<file path="config.mk">
export PLATFORM = sky130hd
export DESIGN_NAME = pi_ctrl
export DESIGN_NICKNAME = d
export VERILOG_FILES = /design/src/rtl/pi_ctrl.sv
export SDC_FILE = /design/constraint.sdc
export NUM_CORES = 1
export LEC_CHECK = 0
export ABC_CLOCK_PERIOD_IN_PS = 2200
export CAP_MARGIN = 10
export CELL_PAD_IN_SITES_DETAIL_PLACEMENT = 2
export CELL_PAD_IN_SITES_GLOBAL_PLACEMENT = 2
export CORE_MARGIN = 1
export CORE_UTILIZATION = 19
export CTS_CLUSTER_DIAMETER = 120
export CTS_CLUSTER_SIZE = 10
export DETAILED_ROUTE_END_ITERATION = 6
export PLACE_DENSITY_LB_ADDON = 0.1
export SLEW_MARGIN = 40
export SYNTH_ARGS = -nofsm -noshare
export SYNTH_HDL_FRONTEND = slang
export SYNTH_SLANG_ARGS = --single-unit
</file>
<file path="constraint.sdc">
create_clock -name clk -period 2.2 [get_ports clk]
set_input_delay 0.44 -clock clk [delete_from_list [all_inputs] [get_ports clk]]
set_output_delay 0.44 -clock clk [all_outputs]
set_load 0.1 [all_outputs]
</file>
<file path="src/rtl/pi_ctrl.sv">
`default_nettype none
// ============================================================================
//  Module      : pi_ctrl
//  Description : KS-10 priority-interrupt controller. Qualifies bus and
//                program requests against PI ON, level enables and the
//                in-progress (PIH) stack, presents the best eligible level to
//                the microcode via req/ack, and builds the CONI PI word.
//  Revision    : 1.0  initial release
// ============================================================================
module pi_ctrl (
  input  logic        clk,
  input  logic        rst,
  input  logic        clken,
  input  logic [0:35] dp,
  input  logic        pi_cono,
  input  logic        pi_ack,
  input  logic        pi_dismiss,
  input  logic [1:7]  bus_pi_req_in,
  output logic        pi_int_req,
  output logic [0:2]  pi_new_lev,
  output logic [0:35] pi_stat
);

  typedef enum logic [0:0] {
    ST_IDLE = 1'b0,
    ST_REQ  = 1'b1
  } state_t;

  state_t     r_state;
  logic       r_pi_on;
  logic [1:7] r_pie;
  logic [1:7] r_pir;
  logic [1:7] r_pih;

  logic [1:7] w_lvl_sel;
  logic [1:7] w_active;
  logic [0:2] w_best;
  logic       w_best_vld;
  logic [0:2] w_pih_lev;
  logic       w_pih_vld;
  logic       w_elig;
  logic       w_ack;
  logic [1:7] w_pih_nxt;
  logic [1:7] w_pir_nxt;
  logic [1:7] w_pie_nxt;
  logic       w_on_nxt;
  logic       w_dp_unused;

  // Only the CONO control bits and the level field are meaningful here.
  assign w_dp_unused = ^dp[0:22];

  assign w_lvl_sel = dp[29:35];

  // Program requests bypass the per-level enables; everything needs PI ON.
  assign w_active = {7{r_pi_on}} & ((r_pie & bus_pi_req_in) | r_pir);

  // An ack only means something while a level is being presented.
  assign w_ack = (r_state == ST_REQ) & pi_ack;

  // Priority encoders: lowest-numbered active level and lowest held level.
  always_comb begin
    w_best     = '0;
    w_best_vld = 1'b0;
    w_pih_lev  = '0;
    w_pih_vld  = 1'b0;
    for (int n = 7; n >= 1; n--) begin
      if (w_active[n]) begin
        w_best     = 3'(n);
        w_best_vld = 1'b1;
      end
      if (r_pih[n]) begin
        w_pih_lev = 3'(n);
        w_pih_vld = 1'b1;
      end
    end
  end

  // A level at or below the one currently in progress is held off.
  assign w_elig = w_best_vld & (~w_pih_vld | (w_best < w_pih_lev));

  // Next-state of the PI registers for a non-clearing enabled cycle.
  always_comb begin
    w_pih_nxt = r_pih;
    w_pir_nxt = r_pir;
    w_pie_nxt = r_pie;
    w_on_nxt  = r_pi_on;
    // Dismiss works on the stack as it was before any ack this cycle.
    if (pi_dismiss && w_pih_vld) begin
      for (int n = 1; n <= 7; n++) begin
        if (w_pih_lev == 3'(n)) w_pih_nxt[n] = 1'b0;
      end
    end
    if (pi_cono && dp[24]) w_pir_nxt = w_pir_nxt | w_lvl_sel;
    if (pi_cono && dp[26])      w_pie_nxt = r_pie & ~w_lvl_sel;
    else if (pi_cono && dp[25]) w_pie_nxt = r_pie | w_lvl_sel;
    if (pi_cono && dp[27])      w_on_nxt = 1'b0;
    else if (pi_cono && dp[28]) w_on_nxt = 1'b1;
    // Ack acts on the presented level; its PIR clear beats a CONO set.
    if (w_ack) begin
      for (int n = 1; n <= 7; n++) begin
        if (pi_new_lev == 3'(n)) begin
          w_pih_nxt[n] = 1'b1;
          w_pir_nxt[n] = 1'b0;
        end
      end
    end
  end

  // Register update and request/acknowledge FSM with registered outputs.
  always_ff @(posedge clk or posedge rst) begin
    if (rst) begin
      r_state    <= ST_IDLE;
      r_pi_on    <= 1'b0;
      r_pie      <= '0;
      r_pir      <= '0;
      r_pih      <= '0;
      pi_int_req <= 1'b0;
      pi_new_lev <= '0;
    end else if (clken) begin
      if (pi_cono && dp[23]) begin
        r_state    <= ST_IDLE;
        r_pi_on    <= 1'b0;
        r_pie      <= '0;
        r_pir      <= '0;
        r_pih      <= '0;
        pi_int_req <= 1'b0;
        pi_new_lev <= '0;
      end else begin
        r_pi_on <= w_on_nxt;
        r_pie   <= w_pie_nxt;
        r_pir   <= w_pir_nxt;
        r_pih   <= w_pih_nxt;
        case (r_state)
          ST_IDLE: begin
            if (w_elig) begin
              r_state    <= ST_REQ;
              pi_int_req <= 1'b1;
              pi_new_lev <= w_best;
            end
          end
          ST_REQ: begin
            if (pi_ack || !w_elig) begin
              r_state    <= ST_IDLE;
              pi_int_req <= 1'b0;
              pi_new_lev <= '0;
            end else begin
              pi_new_lev <= w_best;
            end
          end
          default: begin
            r_state    <= ST_IDLE;
            pi_int_req <= 1'b0;
            pi_new_lev <= '0;
          end
        endcase
      end
    end
  end

  // CONI PI status word assembled straight from the registers.
  always_comb begin
    pi_stat        = '0;
    pi_stat[11:17] = r_pir;
    pi_stat[21:27] = r_pih;
    pi_stat[28]    = r_pi_on;
    pi_stat[29:35] = r_pie;
  end

endmodule
`default_nettype wire

</file>
==> results of run 1 <==
[power breakdown]
group          leakage, nW  internal [mW]  switching [mW]
Sequential           0.321          0.620           0.106
Combinational        0.842          0.539            1.25
Clock               0.0217          0.130           0.188
[metrics by stage]
step	std cells	instance area, um^2
2_1_floorplan	206	1800
3_3_place_gp	384	2550
3_5_place_dp	384	2550
4_1_cts	390	2650
5_1_grt	392	2690
6_report	392	2690
[state kept, by name, indices dropped and copies added, names as in the netlist]
name and count:
r_pie 7, r_pih 7, r_pi_on 1, r_state 1, pi_int_req 1, pi_new_lev 3, r_pir 7
[cells in the mapped netlist, types with 2 or more instances]
cell type / number / area (um^2)
sky130_fd_sc_hd__a21oi_1: 24 / 120
sky130_fd_sc_hd__or2_2: 3 / 18.8
sky130_fd_sc_hd__o21ai_0: 28 / 140
sky130_fd_sc_hd__nor2_1: 7 / 26.3
sky130_fd_sc_hd__nand3_1: 5 / 25.0
sky130_fd_sc_hd__nand4_1: 3 / 18.8
sky130_fd_sc_hd__o21a_1: 2 / 15.0
sky130_fd_sc_hd__nand2_1: 19 / 71.3
sky130_fd_sc_hd__clkbuf_1: 3 / 11.3
sky130_fd_sc_hd__inv_1: 9 / 33.8
sky130_fd_sc_hd__a22o_1: 8 / 70.1
sky130_fd_sc_hd__nand2b_1: 3 / 18.8
sky130_fd_sc_hd__ha_1: 2 / 25.0
sky130_fd_sc_hd__a31oi_1: 3 / 18.8
sky130_fd_sc_hd__and3_1: 2 / 12.5
sky130_fd_sc_hd__or3_1: 2 / 12.5
sky130_fd_sc_hd__o2bb2ai_1: 2 / 17.5
sky130_fd_sc_hd__buf_4: 15 / 113
sky130_fd_sc_hd__a21o_1: 4 / 30.0
sky130_fd_sc_hd__o221ai_1: 2 / 17.5
sky130_fd_sc_hd__and2_1: 2 / 12.5
sky130_fd_sc_hd__dfrtp_1: 27 / 676
[final timing paths]
path / to / slack, ns / cells past startpoint
max in group asynchronous: r_pie[6] / 1.36 / 3
worst min register to register: r_pih[6] / 0.56 / 1
min in group clk: r_pih[6] / 0.56 / 1
worst max-delay path: pi_new_lev[1] / -0.09 / 9
worst max register to register: pi_new_lev[1] / -0.09 / 9
worst min-delay path: r_pih[6] / 0.51 / 3
[layout make-up]
| cell class | count | area, um^2 | area share |
|---|---|---|---|
| Tap cell | 105 | 131 | 0.0488 |
| Inverter | 9 | 33.8 | 0.0125 |
| Multi-Input combinational cell | 150 | 966 | 0.359 |
| Clock buffer | 3 | 41.3 | 0.0153 |
| Sequential cell | 27 | 729 | 0.271 |
| Timing Repair Buffer | 97 | 783 | 0.291 |
| Clock inverter | 1 | 7.51 | 0.00279 |
[cells by family (layout without fill, tap and decap cells)]
| logic type | after synthesis | after routing | synth area share |
|---|---|---|---|
| other | 1 | 14 | 0.00224 |
| adder cells (fa/ha/maj) | 2 | 2 | 0.0149 |
| AO/OA/AOI/OAI | 82 | 82 | 0.321 |
| AND/OR/NAND/NOR | 52 | 52 | 0.155 |
| buffers and inverters | 29 | 110 | 0.103 |
| flip-flops | 27 | 27 | 0.404 |
[repair_timing]
action | CTS | global route
endpoints found under the setup margin | 5 | 5
gates resized for setup | 15 | 4
pin swaps | 13 | 9
setup buffers | 2 | 2
[metal layers]
layer / vias to the layer above / global-route usage / wire (um)
met5: - / 0 / 0
met4: 0 / 0.0373 / 47
met1: 879 / 0.219 / 3370
met3: 4 / 0.0158 / 227
met2: 38 / 0.263 / 3190
li1: 856 / - / -
[critical path, cell delays in order, from the launching register on]
cell                       delay [ns]
sky130_fd_sc_hd__dfrtp_4         0.49
sky130_fd_sc_hd__a21o_1          0.21
sky130_fd_sc_hd__a21oi_2         0.21
sky130_fd_sc_hd__and3_4          0.22
sky130_fd_sc_hd__ha_4            0.20
sky130_fd_sc_hd__a21oi_2         0.14
sky130_fd_sc_hd__o21ai_2         0.08
sky130_fd_sc_hd__o221ai_2        0.20
sky130_fd_sc_hd__nand2_1         0.11
sky130_fd_sc_hd__a221o_1         0.33
==> key figures, run 1 <==
Outcome
  • Status: finished, violations left
  • Violations in the final reports: setup timing

Layout
  • Final Net Count: 339
  • Most frequent cells in the layout: sky130_fd_sc_hd__buf_4 (72), sky130_fd_sc_hd__o21ai_0 (28), sky130_fd_sc_hd__nand2_1 (19), sky130_fd_sc_hd__clkdlybuf4s50_1 (19), sky130_fd_sc_hd__a21oi_1 (17)
  • Signed area change from the synthesized netlist to the final layout: 60.8%
  • # diodes: 0
  • Commonest non-fill, non-tap cell in the layout: sky130_fd_sc_hd__buf_4
  • Share of final-layout standard cells stronger than drive strength 1: 0.411
  • Count of filler cells inserted in the layout: 973
  • Final core area utilization: 0.321

Pwr
  • Power density over the cells: 1050 mW/mm^2
  • Overall power consumption: 2.83 mW
  • Peak supply drop: 0.000383 V
  • Leakage Power: 1.18 nW

Timing
  • Final setup margin: -0.0930 ns
  • Count of pins over their slew limit: 0
  • Worst clock skew: 0.00607 ns
  • Final setup violation count: 4
  • RSZ-0062 raised after global routing: yes
  • Tmin final: 2.29 ns
  • Total negative slack: -0.292 ns
  • Hold Vio Cnt, Final: 0
  • Share of the clock period used by the worst path: 1.04
  • Maximum operating frequency: 0.436 GHz
  • Final-layout worst hold slack: 0.515 ns

Die
  • Die height: 95.9 um
  • Boundary pin count: 89
  • Floorplan die width: 95.9 um
  • Placement Rows: 33
  • Initial core utilization: 0.200
  • Area of the core: 0.00838 mm^2
  • DIE AREA: 0.00919 mm^2

CTS
  • CTS H-tree lvls: 1
  • Bufs on Longest Clock Path: 2
  • Source-to-sink clock delay at the later pin of the worst-skew pair: 0.29 ns
  • Cts bufs inserted: 3
  • Number of clock sinks: 27
  • CTS root buf: sky130_fd_sc_hd__clkbuf_8
  • Clock transition at the registers of the reported paths: 0.11 ns
  • Clock tree from TritonCTS: done
  • Hold Buf Count CTS: 0

Yosys
  • EDFF count, synth: 0
  • Total standard cell area after synthesis: 0.00167 mm^2
  • Gate count of the mapped netlist: 193
  • Register bit total from synthesis: 27
  • Sequential area share after synthesis: 0.404
  • Synthesis warning total: 0
  • Top_reg_cell synth: sky130_fd_sc_hd__dfrtp_1
  • Average size of a mapped cell: 8.67 um^2
  • Synth unique cells: 40
  • Share of flip-flops with an asynchronous set or reset: 1.00

Route
  • First drt pass iteration count: 4
  • Routed via count: 1777
  • Vias per cell: 4.53
  • Count of routing violations after the opening detailed-route iteration: 57
  • Routed wire length per instance: 17.4 um
  • Total DRC errors in the routed layout: 0
  • Antenna-violating nets left: 0
  • Total Routed Length: 6840 um

Critical path
  • Reg-to-reg startpoint: r_pie[3]
  • CP Capture Type: flop
  • Required time at the worst-slack endpoint: 2.38 ns
  • Path type of the worst setup path: flop to flop
  • Endpoint arrival time on the critical path: 2.47 ns
  • Highest fanout seen on the critical path: 4
  • Launching element of the worst setup path: r_pie[3]
  • Worst Setup Start Kind: flop

Global route
  • Via count of the first global-routing pass: 1908
  • First-pass GRT wire length: 10700 um
  • Initial antenna violation count: 0
  • GRT overflow: 0
  • Pin count of the biggest net entering global routing: 28
  • All-layer global routing usage: 0.158

Worst hold path
  • Type of the tightest min-delay check: primary input to async pin

Place
  • Post-placement worst setup slack: -0.637 ns
  • GPL Wtd Cong: 0.754
  • Number of buffers added on ports: 51
  • Post-DP HPWL: 5330 um

Flow run
  • Max-cap viol count: 0
No activity file was read; power rests on OpenSTA's default activity.
==> run 2: changes to the inputs <==
ABC_CLOCK_PERIOD_IN_PS = 1900   (was 2200)
clock period = 1.9 ns   (was 2.2 ns; I/O delays follow)
==> run 2 against run 1 <==
Net effect:
- the run still ends with setup timing left
- largest power group unchanged
- critical path depth unchanged
- clock-buffer cell count grew 1
- combinational power grew 40%
- design area rose by 17%
- register-to-register slack got worse by 0.26 ns
- die area unchanged
- global-route usage up 0.41 points
- largest cell class is now non-clock buffers
- final cell count rose by 4.1%
- routed wire length rose by 1.2%
==> key figures, run 2 (same netlist as run 1, synthesis figures left out) <==
Die
  • Boundary pin count: 89 (unchanged)
  • Initial core utilization: 0.200 (unchanged)
  • Area of the core: 0.00838 mm^2 (unchanged)
  • Floorplan die width: 95.9 um (unchanged)
  • Die height: 95.9 um (unchanged)
  • DIE AREA: 0.00919 mm^2 (unchanged)
  • Placement Rows: 33 (unchanged)

Route
  • Antenna-violating nets left: 0 (unchanged)
  • Total DRC errors in the routed layout: 0 (unchanged)
  • Count of routing violations after the opening detailed-route iteration: 19 (-67%)
  • Routed via count: 1851 (+4.2%)
  • Vias per cell: 4.54 (about the same)
  • Routed wire length per instance: 17.0 um (-2.8%)
  • First drt pass iteration count: 4 (unchanged)
  • Total Routed Length: 6920 um (+1.2%)

Layout
  • Share of final-layout standard cells stronger than drive strength 1: 0.442 (+0.0311)
  • Signed area change from the synthesized netlist to the final layout: 88.6%
  • Commonest non-fill, non-tap cell in the layout: sky130_fd_sc_hd__buf_4
  • Most frequent cells in the layout: sky130_fd_sc_hd__buf_4 (61), sky130_fd_sc_hd__o21ai_0 (27), sky130_fd_sc_hd__buf_12 (26), sky130_fd_sc_hd__clkdlybuf4s50_1 (22), sky130_fd_sc_hd__nand2_1 (18)
  • Final Net Count: 355 (+4.7%)
  • Non-Filler Cell Area, Final: 0.00316 mm^2 (+17%)
  • Largest registers: r_pie (7), r_pih (7), r_pir (7)
  • Final core area utilization: 0.377 (+0.0554)
  • # diodes: 0 (unchanged)

Timing
  • Worst clock skew: 0.0133 ns (+0.00719 ns)
  • Share of the clock period used by the worst path: 1.20
  • Tmin final: 2.27 ns
  • Count of pins over their slew limit: 0 (unchanged)
  • Final setup margin: -0.371 ns (-0.278 ns)
  • Final setup violation count: 5 (+1)
  • Maximum operating frequency: 0.440 GHz
  • RSZ-0062 raised after global routing: yes
  • Hold Vio Cnt, Final: 0 (unchanged)

CTS
  • CTS H-tree lvls: 1 (unchanged)
  • Source-to-sink clock delay at the later pin of the worst-skew pair: 0.29 ns (about the same)
  • Number of clock sinks: 27 (unchanged)
  • Hold Buf Count CTS: 0 (unchanged)
  • Clock tree from TritonCTS: done
  • Cts bufs inserted: 3 (unchanged)
  • Bufs on Longest Clock Path: 2 (unchanged)
  • CTS root buf: sky130_fd_sc_hd__clkbuf_8
  • Clock transition at the registers of the reported paths: 0.11 ns (about the same)

Critical path
  • Reg-to-reg startpoint: r_pie[7]
  • Highest fanout seen on the critical path: 4 (unchanged)
  • Path type of the worst setup path: primary input to flop
  • Required time at the worst-slack endpoint: 2.09 ns (-0.29 ns)
  • Launching element of the worst setup path: bus_pi_req_in[6]
  • CP Capture Type: flop
  • Worst Setup Start Kind: primary input
  • Endpoint arrival time on the critical path: 2.46 ns (about the same)

Flow run
  • Max-cap viol count: 0 (unchanged)

Pwr
  • Internal Power: 1.85 mW (+44%)
  • Share of total power consumed by net switching: 0.503 (-0.0418)
  • Peak supply drop: 0.000478 V (+25%)
  • Leakage Power: 1.36 nW (+15%)
  • Power density over the cells: 1180 mW/mm^2 (+12%)
  • Net switching component of the power: 1.87 mW (+22%)
  • Portion of total power attributed to the clock network: 0.096 (-0.016)
  • Sequential share of power: 0.231 (-0.025)
  • Power share of the combinational group: 0.673 (+0.042)

Global route
  • Initial antenna violation count: 0 (unchanged)
  • First-pass GRT wire length: 11000 um (+2.5%)
  • Pin count of the biggest net entering global routing: 28 (unchanged)
  • All-layer global routing usage: 0.162 (+0.00411)
  • Via count of the first global-routing pass: 2046 (+7.2%)
  • GRT overflow: 0 (unchanged)

Place
  • Placement Cell Area: 0.00295 mm^2 (+16%)
  • Post-placement worst setup slack: -0.834 ns (-0.197 ns)
  • GPL Wtd Cong: 0.773 (+2.5%)
  • Number of buffers added on ports: 51 (unchanged)
  • Post-DP HPWL: 5490 um (+2.9%)

Outcome
  • Status: finished, violations left
  • Violations in the final reports: setup timing

Worst hold path
  • Type of the tightest min-delay check: primary input to async pin
## run 2: changes by cell type in the layout (fill, tap and decap cells not counted), moves of 2 or more
cell | before | now
sky130_fd_sc_hd__o221ai_2 | 3 | 1
sky130_fd_sc_hd__buf_4 | 72 | 61
sky130_fd_sc_hd__dlygate4sd2_1 | 6 | 2
sky130_fd_sc_hd__buf_12 | 0 | 26
sky130_fd_sc_hd__clkdlybuf4s50_1 | 19 | 22
## run 2: critical path, cell delays in order
cell and delay [ns]:
sky130_fd_sc_hd__clkdlybuf4s50_1 0.44, sky130_fd_sc_hd__a21oi_2 0.20, sky130_fd_sc_hd__a41oi_2 0.15, sky130_fd_sc_hd__and3_4 0.21, sky130_fd_sc_hd__ha_4 0.27, sky130_fd_sc_hd__o21a_1 0.16
sky130_fd_sc_hd__o221ai_4 0.14, sky130_fd_sc_hd__and4_1 0.24, sky130_fd_sc_hd__a221o_1 0.26
## run 2: power groups by stage
stage	Combinational, mW	Clock, mW	Sequential, mW
6_report	2.51	0.358	0.862
2_1_floorplan	0.603	0	1.60
4_1_cts	2.43	0.372	0.857
3_5_place_dp	2.33	0	0.864
3_3_place_gp	2.31	0	0.862
5_1_grt	2.64	0.380	0.880
## run 2: repair_timing
item | CTS | global route
pin swaps | 10 | 6
setup endpoints to repair | 5 | 6
resized for setup | 11 | 9
buffers inserted | 7 | 3
cloned | 0 | 0
endpoints found under the hold margin | 0 | 0
## run 2: area by class of cell
class	instances	area [um^2]
fillers	917	5230
repair buffers	113	1240
multi-input cells	150	977
flip-flops and latches	27	729
well taps	105	131
clock buffers	4	45.0
inverters	9	33.8
## run 2: path summary, 6_finish.rpt
check                      slack, ns       endpoint  cells past startpoint
max                            -0.37  pi_new_lev[1]                      9
min                             0.45  pi_new_lev[2]                      3
max reg2reg                    -0.35  pi_new_lev[1]                      8
min reg2reg                     0.61        r_state                      1
max in group asynchronous       1.12       r_pie[5]                      3
min in group clk                0.61        r_state                      1
## run 2: through the flow
| step | power [mW] | std cells | TNS [ns] | hold slack [ns] |
|---|---|---|---|---|
| 6_report | 3.73 | 408 | -1.60 | 0.449 |
| 5_1_grt | 3.90 | 408 | -2.31 | 0.522 |
| 4_1_cts | 3.66 | 405 | -1.76 | 0.481 |
| 3_5_place_dp | 3.20 | 394 | -3.87 | 0.587 |
| 3_3_place_gp | 3.17 | 394 | -3.37 | 0.593 |
| 2_1_floorplan | 2.20 | 206 | -1.75 | 0.432 |
## run 2: metal layers
| layer | share of wire | global-route usage | vias to the layer above |
|---|---|---|---|
| li1 | - | - | 892 |
| met1 | 0.45 | 0.206 | 907 |
| met2 | 0.51 | 0.288 | 45 |
| met3 | 0.029 | 0.0134 | 7 |
| met4 | 0.017 | 0.0547 | 0 |
| met5 | 0 | 0 | - |
==> run 3: changes to the inputs <==
CTS_BUF_LIST = sky130_fd_sc_hd__clkbuf_8 sky130_fd_sc_hd__clkbuf_16   (was unset)
==> run 3 against run 2 <==
Net effect:
- the flow still finishes with violations (setup timing)
- core utilization unchanged
- register-to-register slack about the same
- clock power shrank 2%
- global-route usage unchanged
- sequential cell count unchanged
- die area unchanged
- fmax down 0.15%
- routed wire length is essentially flat
- hold slack improved by 0.0051 ns
- non-clock buffer count is the same
- clock-buffer cell count shrank 1
==> key figures, run 3 (same netlist as run 1, synthesis figures left out) <==
Outcome
  • Status: finished, violations left
  • Violations in the final reports: setup timing

Layout
  • Largest registers: r_pie (7), r_pih (7), r_pir (7)
  • Non-Filler Cell Area, Final: 0.00316 mm^2 (unchanged)
  • Final Net Count: 355 (unchanged)
  • Most frequent cells in the layout: sky130_fd_sc_hd__buf_4 (61), sky130_fd_sc_hd__o21ai_0 (27), sky130_fd_sc_hd__buf_12 (26), sky130_fd_sc_hd__clkdlybuf4s50_1 (22), sky130_fd_sc_hd__nand2_1 (18)
  • Signed area change from the synthesized netlist to the final layout: 88.6% (unchanged)
  • Share of final-layout standard cells stronger than drive strength 1: 0.442 (unchanged)
  • # diodes: 0 (unchanged)
  • Commonest non-fill, non-tap cell in the layout: sky130_fd_sc_hd__buf_4

Die
  • Die height: 95.9 um (unchanged)
  • Initial core utilization: 0.200 (unchanged)
  • DIE AREA: 0.00919 mm^2 (unchanged)
  • Area of the core: 0.00838 mm^2 (unchanged)
  • Placement Rows: 33 (unchanged)
  • Floorplan die width: 95.9 um (unchanged)
  • Boundary pin count: 89 (unchanged)

Route
  • Routed wire length per instance: 16.9 um (about the same)
  • Routed via count: 1850 (-0.054%)
  • Antenna-violating nets left: 0 (unchanged)
  • Vias per cell: 4.53 (about the same)
  • Total DRC errors in the routed layout: 0 (unchanged)
  • Total Routed Length: 6910 um (about the same)
  • First drt pass iteration count: 4 (unchanged)
  • Count of routing violations after the opening detailed-route iteration: 19 (unchanged)

Critical path
  • R2r endpoint: pi_new_lev[1]
  • Worst reg-to-reg setup slack: -0.35 ns (about the same)
  • Worst Setup Start Kind: primary input
  • Sequence of cells on the critical path: clkdlybuf4s50_1 -> a21oi_2 -> a41oi_2 -> and3_4 -> ha_4 -> o21a_1 -> o221ai_4 -> and4_1 -> a221o_1
  • Endpoint arrival time on the critical path: 2.46 ns (about the same)
  • Worst setup path endpoint: pi_new_lev[1]
  • Cell family contributing the most delay on the critical path: compound AO/OA/AOI/OAI gates
  • Reg-to-reg startpoint: r_pie[7]
  • Total stage count of the critical path: 9 (unchanged)
  • Crit path largest cell delay: 0.44 ns (about the same)
  • Required time at the worst-slack endpoint: 2.09 ns (about the same)
  • Worst-path cell with the longest stage delay: sky130_fd_sc_hd__clkdlybuf4s50_1
  • Highest fanout seen on the critical path: 4 (unchanged)
  • R2r worst-path depth: 8 (unchanged)
  • Path type of the worst setup path: primary input to flop
  • CP Capture Type: flop
  • Buffers and inverters on the worst path: 1 (unchanged)
  • Launching element of the worst setup path: bus_pi_req_in[6]

Pwr
  • Leakage Power: 1.36 nW (+0.31%)
  • Peak supply drop: 0.000478 V (about the same)
  • Overall power consumption: 3.72 mW (-0.20%)
  • Power density over the cells: 1180 mW/mm^2 (-0.20%)

Timing
  • Share of the clock period used by the worst path: 1.20 (+0.00175)
  • Final setup violation count: 5 (unchanged)
  • Count of pins over their slew limit: 0 (unchanged)
  • Final setup margin: -0.374 ns (-0.00333 ns)
  • Final-layout worst hold slack: 0.454 ns (+0.00508 ns)
  • Maximum operating frequency: 0.440 GHz (-0.15%)
  • Tmin final: 2.27 ns (+0.00333 ns)
  • Worst clock skew: 0.00943 ns (-0.00383 ns)
  • Hold Vio Cnt, Final: 0 (unchanged)
  • RSZ-0062 raised after global routing: yes

CTS
  • CTS H-tree lvls: 1 (unchanged)
  • Clock tree from TritonCTS: done
  • CTS root buf: sky130_fd_sc_hd__clkbuf_8
  • Source-to-sink clock delay at the later pin of the worst-skew pair: 0.29 ns (about the same)
  • Hold Buf Count CTS: 0 (unchanged)
  • Clock transition at the registers of the reported paths: 0.10 ns (about the same)
  • Bufs on Longest Clock Path: 2 (unchanged)
  • Number of clock sinks: 27 (unchanged)
  • Cts bufs inserted: 3 (unchanged)

Place
  • Number of buffers added on ports: 51 (unchanged)
  • Post-placement worst setup slack: -0.834 ns (unchanged)
  • Placement Cell Area: 0.00295 mm^2 (unchanged)
  • GPL Wtd Cong: 0.773 (unchanged)
  • Post-DP HPWL: 5490 um (unchanged)

Global route
  • Via count of the first global-routing pass: 2046 (unchanged)
  • Initial antenna violation count: 0 (unchanged)
  • GRT overflow: 0 (unchanged)
  • First-pass GRT wire length: 11000 um (unchanged)
  • Pin count of the biggest net entering global routing: 28 (unchanged)
  • All-layer global routing usage: 0.162 (unchanged)

Worst hold path
  • Type of the tightest min-delay check: primary input to async pin

Flow run
  • Max-cap viol count: 0 (unchanged)
-- run 3: cell count changes in the layout (fill, tap and decap cells not counted), sizes merged --
cell	before	now
clkbuf	4	3
inv	9	10
-- run 3: per-stage QoR --
step	setup TNS [ns]	util	cells
2_1_floorplan	-1.75	-	206
3_3_place_gp	-3.37	0.352	394
3_5_place_dp	-3.87	0.352	394
4_1_cts	-1.76	0.369	405
5_1_grt	-2.31	0.377	408
6_report	-1.61	0.377	408
-- run 3: timing repair --
action                     4_1_cts  5_1_grt
buffers inserted                 7        3
pin swaps                       10        6
setup endpoints to repair        5        6
gates resized for setup         11        9
-- run 3: worst min path at each step --
stage / startpoint / slack, ns / depth (start not counted) / end
global placement: r_state / 0.59 / 1 / r_state
global route: rst / 0.52 / 3 / pi_new_lev[2]
floorplan: rst / 0.43 / 1 / pi_int_req
CTS: rst / 0.48 / 3 / r_pih[3]
finish: rst / 0.45 / 3 / pi_new_lev[2]
detailed placement: r_state / 0.59 / 1 / r_state
-- run 3: layer usage --
metal	vias to the layer above	share of wire	GRT usage
li1	892	-	-
met1	906	0.45	0.206
met2	45	0.51	0.288
met3	7	0.029	0.0134
met4	0	0.017	0.0547
met5	-	0	0
-- run 3: worst reg2reg max path, delay by kind of cell (launching register included) --
| family | cells | cell delay [ns] |
|---|---|---|
| AOI/OAI and AO/OA | 5 | 0.92 |
| adders and majority gates | 1 | 0.27 |
| DFF | 1 | 0.50 |
| and+or+nand+nor | 2 | 0.45 |
-- run 3: layout make-up --
type / instances / area, um^2
Clock inverter: 1 / 3.75
Clock buffer: 3 / 41.3
Tap cell: 105 / 131
Fill cell: 917 / 5230
Sequential cell: 27 / 729
Timing Repair Buffer: 113 / 1240
Inverter: 9 / 33.8
Multi-Input combinational cell: 150 / 977
-- run 3: power breakdown --
part | total [mW] | switching, mW | leakage [nW] | internal, mW
registers | 0.861 | 0.144 | 0.321 | 0.717
clock network | 0.350 | 0.204 | 0.0269 | 0.146
logic | 2.51 | 1.52 | 1.02 | 0.984
==> patch: new RTL, config.mk and constraints of run 3 <==
Reset style: synchronous (`rst`), changed in one clocked block.
--- a/src/rtl/pi_ctrl.sv
+++ b/src/rtl/pi_ctrl.sv
@@ -109,3 +109,3 @@
   // Register update and request/acknowledge FSM with registered outputs.
-  always_ff @(posedge clk or posedge rst) begin
+  always_ff @(posedge clk) begin
     if (rst) begin
Check against the original RTL: differs if rst is asserted again (counterexample within 4 cycles, from zero or initial values and one cycle with rst high); with rst held inactive, the same outputs for 10 cycles.
==> patch against run 3 <==
The flow still finishes with violations (setup timing). Via count up 6.1%. Worst setup slack better by 96 ps. Final cell count up 3.2%. Wire length up 4.3%. Maximum frequency up 4.4%. Cell area down 5.0%. Core utilization down 1.7 points. Sequential cell count unchanged. Synthesized area down 1.1%. Global-route usage up 0.069 points.
Power is not compared: it rests on default switching activity, and its combinational part moved more than twofold at a synthesized area within 25%.
==> patch: results (changes against run 3) <==
| Metric | Value |
|---|---|
| Initial antenna violation count | 0 (unchanged) |
| Vias in the first global route | 2036 (was 2046) |
| Final non-filler cell total | 421 (was 408) |
| Final setup skew | 6.184 ps (was 9.429 ps) |
| Final worst-path setup slack | -278.3 ps (was -374.3 ps) |
| Post-DP HPWL | 5441 um (was 5489 um) |
| Input/output buffers | 51 (unchanged) |
| H-tree depth | 1 (unchanged) |
| Root Driver | clkbuf_8 (unchanged) |
| Largest net degree at the start of global routing | 19 (was 28) |
| Seq/Total Area, Yosys | 32.65% (was 40.36%) |
| Ys Warns | 0 (unchanged) |
| Share of post-route cells with drive strength above 1 | 45.57% (was 44.22%) |
| Worst slew pin tran | approximately 540 ps |
| Post-synth ARST share | 0% (was 100.0%) |
| DR iter-0 viols | 46 (was 19) |
| Final wirelength | 7209 um (was 6914 um) |
| Sw Share | 39.03% |
| Startpoint Class | register (was input pin) |
| Cell variety after synth | 47 (was 40) |
| Setup violations, final | 7 (was 5) |
| RD Place Congestion | 0.7452 (was 0.7730) |
| Cells after DPL | 403 (was 394) |
| Via density | 4.663 (was 4.534) |
| Layout Nets | 368 (was 355) |
| Synth cell count leaders | dfxtp_1 (27), a21oi_1 (25), nor2_1 (24) (was o21ai_0 (28), dfrtp_1 (27), a21oi_1 (24)) |
| Cells after synthesis | 212 (was 193) |
| Total GRT Usage | 16.26% (was 16.19%) |
| Worst Hold Class | register to register (was input pin to async pin) |
| CP max-delay cell | dfxtp_4 (was clkdlybuf4s50_1) |
| Placed cell areas | 0.002736 mm2 (was 0.002949 mm2) |
| Total CTS buffers | 3 (unchanged) |
| Setup CP Type | register to register (was input pin to register) |
| Violated checks | setup timing (unchanged) |
| Main area contributors after synthesis | dfxtp_1 (33%), a21oi_1 (7.6%), buf_4 (6.8%) (was dfrtp_1 (40%), o21ai_0 (8.4%), a21oi_1 (7.2%)) |
| Ys flop type | dfxtp_1 (was dfrtp_1) |
| Run status | complete, but fails checks (unchanged) |
| Largest stage delay, worst path | 380 ps (was 440 ps) |
| LEAKAGE | ~0.0012 uW |
| Antenna Cells | 0 (unchanged) |
| CTS max path bufs | 2 (unchanged) |
| Fill cells | 926 (was 917) |
| Worst Path Arrival | 2360 ps (was 2460 ps) |
| First-pass GRT wire length | 11040 um (was 10970 um) |
## patch: changes by cell type after synthesis, sizes merged, moves of 8 or more
| cell | before | now |
|---|---|---|
| a22oi | 0 | 8 |
| a22o | 8 | 0 |
| nand2 | 19 | 11 |
| dfxtp | 0 | 27 |
| nor2 | 7 | 24 |
| dfrtp | 27 | 0 |
| a211oi | 0 | 9 |
## patch: cell families after synthesis
| logic type | count (synthesis) | synth area share (%) |
|---|---|---|
| adders and majority gates | 2 | 1.511 |
| other | 1 | 0.2265 |
| buffers and inverters | 31 | 11.11 |
| DFF | 27 | 32.65 |
| and+or+nand+nor | 63 | 18.97 |
| AOI/OAI and AO/OA | 88 | 35.53 |
## patch: final cells by class
class / count / area (um2) / area share (%)
Inverter: 5 / 18.77 / 0.6260
Clock buffer: 3 / 41.29 / 1.377
Multi-Input combinational cell: 167 / 1117 / 37.27
Sequential cell: 27 / 613.1 / 20.45
Tap cell: 105 / 131.4 / 4.382
Timing Repair Buffer: 113 / 1069 / 35.64
Clock inverter: 1 / 7.507 / 0.2504
## patch: critical path, delay by kind of cell, from the launching register on
family / cells / cell delay, ps
AO/OA/AOI/OAI: 6 / 1170
adder cells (fa/ha/maj): 1 / 170
buffers and inverters: 1 / 110
flip-flops: 1 / 380
AND/OR/NAND/NOR: 1 / 250
## patch: power by group through the flow
stage	Clock [uW]	Combinational, uW	Sequential [uW]
2_1_floorplan	0	236	647
3_3_place_gp	0	442	578
3_5_place_dp	0	443	578
4_1_cts	385	446	566
5_1_grt	407	475	568
6_report	364	451	567
## patch: repair_timing
item | 4_1_cts | 5_1_grt
pin swaps | 25 | 13
endpoints found under the hold margin | 0 | 0
endpoints found under the setup margin | 5 | 7
resized for setup | 18 | 12
setup buffers | 8 | 6
## patch: worst paths after layout
check             startpoint            end  slack (ps)  cells past startpoint
setup / recovery    r_pih[5]  pi_new_lev[0]        -280                      9
hold / removal      r_pih[6]       r_pih[6]         540                      2
setup reg to reg    r_pih[5]  pi_new_lev[0]        -280                      9
hold reg to reg     r_pih[6]       r_pih[6]         540                      2
## patch: per-stage QoR
stage / setup slack [ps] / util, % / setup TNS, ps
2_1_floorplan: -258.8 / - / -1118
3_3_place_gp: -712.4 / 32.81 / -3704
3_5_place_dp: -780.0 / 32.81 / -4187
4_1_cts: -231.5 / 34.74 / -1368
5_1_grt: -334.8 / 35.94 / -1927
6_report: -278.3 / 35.94 / -1365
## patch: per-layer routing
layer / global-route usage, % / share of wire [%] / up-vias
met5: 0 / 0 / -
met4: 3.283 / 1.2 / 0
met3: 2.711 / 4.4 / 4
met2: 28.33 / 48 / 50
met1: 20.93 / 46 / 953
li1: - / - / 956
